<file path="config.mk">
export PLATFORM = sky130hd
export DESIGN_NAME = counter
export DESIGN_NICKNAME = d
export VERILOG_FILES = /design/src/rtl/counter.sv
export SDC_FILE = /design/constraint.sdc
export NUM_CORES = 1
export LEC_CHECK = 0
export CAP_MARGIN = 20
export CORE_UTILIZATION = 43
export CTS_CLUSTER_SIZE = 12
export DETAILED_ROUTE_END_ITERATION = 16
export DONT_BUFFER_PORTS = 1
export GPL_ROUTABILITY_DRIVEN = 0
export PLACE_DENSITY = 0.57
export SETUP_SLACK_MARGIN = 0.1
export SLEW_MARGIN = 25
export SYNTH_ARGS = -nofsm -noshare
export SYNTH_HDL_FRONTEND = slang
export SYNTH_SLANG_ARGS = --single-unit
</file>
<file path="constraint.sdc">
create_clock -name clk -period 14.91 [get_ports clk]
set_input_delay 4.473 -clock clk [delete_from_list [all_inputs] [get_ports clk]]
set_output_delay 4.473 -clock clk [all_outputs]
set_load 0.005 [all_outputs]
</file>
<file path="src/rtl/counter.sv">
// Programmable clock divider: toggles clkout every 'limit' rising edges of clk.
// Latency: clkout is a register and changes only on rising clk edges; limit takes effect on the next edge.
// Backpressure: none. Free-running while rst is high and limit is non-zero.
//
// Ports:
//   clk    - system clock. All state updates on the rising edge.
//   rst    - synchronous active-low reset. Clears cnt and clkout and discards the count phase.
//   limit  - half-period of clkout in clk cycles (unsigned). 0 holds the divider idle with clkout low.
//   clkout - divided clock with a 50% duty cycle and a period of 2*limit cycles.
module counter #(
    parameter int WIDTH = 32
) (
    input  logic             clk,
    input  logic             rst,
    input  logic [WIDTH-1:0] limit,
    output logic             clkout
);

    logic [WIDTH-1:0] cnt;
    logic [WIDTH-1:0] limit_m1;
    logic             enabled;

    // limit_m1 is only used when limit is non-zero, so the subtraction never wraps.
    assign enabled  = (limit != '0);
    assign limit_m1 = limit - WIDTH'(1);

    always_ff @(posedge clk) begin
        if (!rst) begin
            // Reset wins over everything, including an X or undefined limit.
            cnt    <= '0;
            clkout <= 1'b0;
        end else if (!enabled) begin
            cnt    <= '0;
            clkout <= 1'b0;
        end else if (cnt >= limit_m1) begin
            // Using >= instead of == means that lowering limit below the current
            // count forces a wrap on the next edge. cnt never runs up to 2^WIDTH.
            cnt    <= '0;
            clkout <= ~clkout;
        end else begin
            cnt    <= cnt + WIDTH'(1);
        end
    end

endmodule

</file>
# ---- Word level (Yosys, flattened, before mapping)
# Index checks and enable logic that the tools add are counted.
dict set report word_totals {
  reg_bits 33
  latch_bits 0
  mem_bits_rw 0
  romBits 0
  inputBits 34
  output_inout_bits 1
  n_memories 0
}
dict set report op_classes {
  addsub 2
  mul 0
  n_div 0
  n_lt_le_gt_ge 1
  n_eq_ne 0
  shift 0
  n_mux 0
  bitwise 3
  n_reduce_logical 3
}
# op count
set op_table {}
lappend op_table {{adder 32 x 1 -> 32 bit (second input constant)} 1}
lappend op_table {{greater-or-equal comparator 32 bit} 1}
lappend op_table {{nonzero test 32 bit} 1}
lappend op_table {{subtractor 32 x 1 -> 32 bit (second input constant)} 1}
lappend op_table {{inverter 1 bit} 3}
lappend op_table {{OR reduction 3 bit} 1}
lappend op_table {{AND reduction 2 bit} 1}

# ---- Longest topological paths before layout
dict set report logic_depth {
  ltp_word 3
  mapped_depth 15
  mapped_depth_nobuf 13
}

# ---- Worst setup path after synthesis
# No wires, ideal clock.
dict set report synth_path {
  kind {input to register}
  from {input port limit[11]}
  to {register cnt[26]}
  setup_ns 0.063
  arrival_ns 7.799
  required_ns 14.847
  slack_ns 7.047
  stages 14
  cell_sequence {or4_4 or4b_1 buf_4 nor2b_4 nor2b_1 xnor2_1 ha_1 a21oi_1 o21ai_1 a221o_1 a2111oi_2 nand3_4 buf_8 nor2_2}
}
dict set report synth_between {
  elab_chain_len 3
  elab_cells_between_ends 5
}
# item line
set synth_lines {}
lappend synth_lines {{from (decl)} 15} ;# input logic [WIDTH-1:0] limit,
lappend synth_lines {{subtractor 32 x 1 -> 32 bit or nonzero test 32 bit (tied branches)} {25, 24}}
lappend synth_lines {{greater-or-equal comparator 32 bit or inverter 1 bit (tied branches)} n/a}
lappend synth_lines {{OR reduction 3 bit (no line) (*)} n/a}
lappend synth_lines {{to (signal assigned)} 41} ;# cnt <= cnt + WIDTH'(1);
lappend synth_lines {{to (decl)} 19} ;# logic [WIDTH-1:0] cnt;
# Mark *: on every way between the ends. The rest lies on a longest branch, timed or not.
# A chain may end at the register's enable or synchronous reset.

# ---- Worst setup path after layout
dict set report layout_path {
  from {input port limit[11]}
  to {register cnt[31]}
}
# Same word-level chain as after synthesis.

==> impl_metrics.json <==
{
  "status": "finished clean",
  "start_kind": "input port",
  "final_area_um2": 2860,
  "async_reset_ff_frac": 0,
  "post_cts_buffers": 0,
  "die_area_um2": 6680,
  "yosysSeqAreaShare": 0.242,
  "drtPass1Iterations": 4,
  "core_um2": 6030,
  "rsz0062_at_grt": "no",
  "drive_above_1_share": 0.0788,
  "holdCritPathClass": "reg2reg",
  "whs_ps": 499,
  "synth_seq_cells": 33,
  "setup_slack_ps": 6740,
  "min_from": "cnt[0]",
  "htreeDepth": 2,
  "ir_worst_vdd_v": 0.0000548,
  "cellPowerDensity_nw_per_um2": 58.7,
  "clk_pin_slew_ps": 60,
  "antenna_found_initial": 0,
  "fin_crit_sh": 0.548,
  "drtIter0Drc": 74,
  "num-nets-final": 400,
  "cp.arrival_ps": 8370,
  "fin_crit_ps": 8170,
  "synth-main-ff-cell": "dfxtp_1",
  "syn-mean-instance-area_um2": 8.33,
  "synth.most_common_cell": "nor2_1",
  "cts_buffers": 5,
  "die_w_um": 81.7,
  "syn-instance-count": 328,
  "ys_warn_count": 0,
  "grt_usage": 0.180,
  "routed_wl_um": 5630,
  "hold_path_depth": 1,
  "wire_per_inst_um": 13.9,
  "maxSlewHeadroom": 0.418,
  "clk_path_buf_depth": 2,
  "hold_buffers": 0,
  "p_total_uw": 168,
  "clock.fmax_mhz": 122,
  "drc": 0,
  "maxCapViolations": 0,
  "clk_latency_ps": 280,
  "area_delta_synth_final_pct": 4.49,
  "hpwl_um": 4570,
  "worst_pin_slew_ps": 865,
  "startpoint": "limit[11]",
  "dieHeight_um": 81.7,
  "r2r_end": "cnt[31]",
  "synth_nets": 397,
  "r2r-start": "cnt[17]",
  "detail-route-antenna-nets": 0,
  "vias": 2154,
  "hold_viol": 0,
  "grt-ovfl-total": 0,
  "leakagePower_nw": 1.06,
  "cts_resized": 0,
  "vias_per_cell": 5.32,
  "instances_no_fill": 405,
  "synth_top_area_share": 0.242,
  "io_pins": 35,
  "ys_types": 43,
  "dp_slack_ps": 6410,
  "setup_tns_ps": 0,
  "worstPathMaxFanout": 32,
  "place_area_um2": 2780,
  "skew_ps": 6.12,
  "clockRootBuffer": "clkbuf_8",
  "grt_max_degree": 33,
  "rrSetupSlack_ps": 12230,
  "grt_pass1_vias": 1899,
  "rows": 28,
  "syn_area_um2": 2730,
  "synth.largest_area_cell": "dfxtp_1",
  "holdPathEnd": "cnt[0]",
  "clkSinkCount": 33,
  "synth_edf_count": 0,
  "utilization": 0.474,
  "synth_common_cells": "nor2_1, ha_1, dfxtp_1, xor2_1, nand2_1",
  "cts_tree": "done",
  "antennaDiodeCount": 0,
  "io_buffer_count": 0,
  "reg2reg_depth": 7,
  "synthTopCellsByArea": "dfxtp_1, ha_1, xor2_1",
  "placedCellCount": 399,
  "grt_pass1_wl_um": 9140,
  "crit_type": "in2reg",
  "finalSetupViolations": 0,
  "crit_required_ps": 15110,
  "crit_path_end_kind": "flip-flop",
  "slew_violations": 0,
  "start_util": 0.454
}
[critical path, cell delays in order]
cell	delay, ps
or4_4	530
or4b_1	690
nor2b_4	240
nor2b_1	180
xnor2_1	130
ha_1	270
a21oi_1	130
o21ai_1	90
a221o_1	360
a2111oi_2	550
nand3_4	470
a21oi_1	250
[flip-flops by register name (all words and copies together) (netlist names)]
signal and count:
clkout 1, cnt 32
[layout by cell type, fill, tap and decap left out, types with 2 or more instances in the layout]
cell type,synthesis,routed
nor4_1,8,8
o21ai_0,5,5
clkbuf_8,0,5
xnor2_1,28,28
nand3_1,20,20
or3_1,2,2
a21o_1,3,3
nor3_1,8,8
and4_1,3,3
xor2_1,31,31
nand2_1,30,30
dfxtp_1,33,33
nor2b_1,3,3
nand3b_1,5,5
inv_1,9,9
a21oi_1,11,11
nor2_1,42,42
ha_1,35,35
nor2_2,10,10
and3_1,8,8
nand4_1,10,10
[layout make-up]
cell class / count / area [um2]
inverter: 9 / 33.8
sequential: 33 / 661
tap: 75 / 93.8
clock buffer: 5 / 68.8
clock inverter: 1 / 5.00
fill: 608 / 3170
multi-input combinational: 282 / 1990
[cells by family (layout without fill, tap and decap cells)]
logic type                 Yosys count  count (layout)  share of synthesized area
buffers and inverters               13              15                     0.0288
AOI/OAI and AO/OA                   28              28                     0.0696
DFF                                 33              33                      0.242
adders and majority gates           35              35                      0.160
xor gates and xnor gates            59              59                      0.189
and+or+nand+nor                    160             160                      0.311
[report_power, final]
part	internal (mW)	switching (mW)	leakage, nW
Sequential	0.0889	0.00100	0.266
Combinational	0.00752	0.00903	0.757
Clock	0.0307	0.0304	0.0399
Total	0.127	0.0405	1.06
[layer usage]
| metal | vias to the layer above | GRT usage | part of all wire |
|---|---|---|---|
| li1 | 1157 | - | - |
| met1 | 978 | 0.245 | 0.50 |
| met2 | 14 | 0.293 | 0.47 |
| met3 | 5 | 0.0400 | 0.023 |
| met4 | 0 | 0.0316 | 0.0052 |
| met5 | - | 0 | 0 |
[worst max-delay path by stage]
stage	end	cells past startpoint
final	cnt[31]	12
after global routing	cnt[31]	12
after CTS	cnt[31]	12
after detailed placement	cnt[31]	12
after global placement	cnt[31]	12
after floorplan	cnt[26]	14
(Power assumes the default switching activity.)
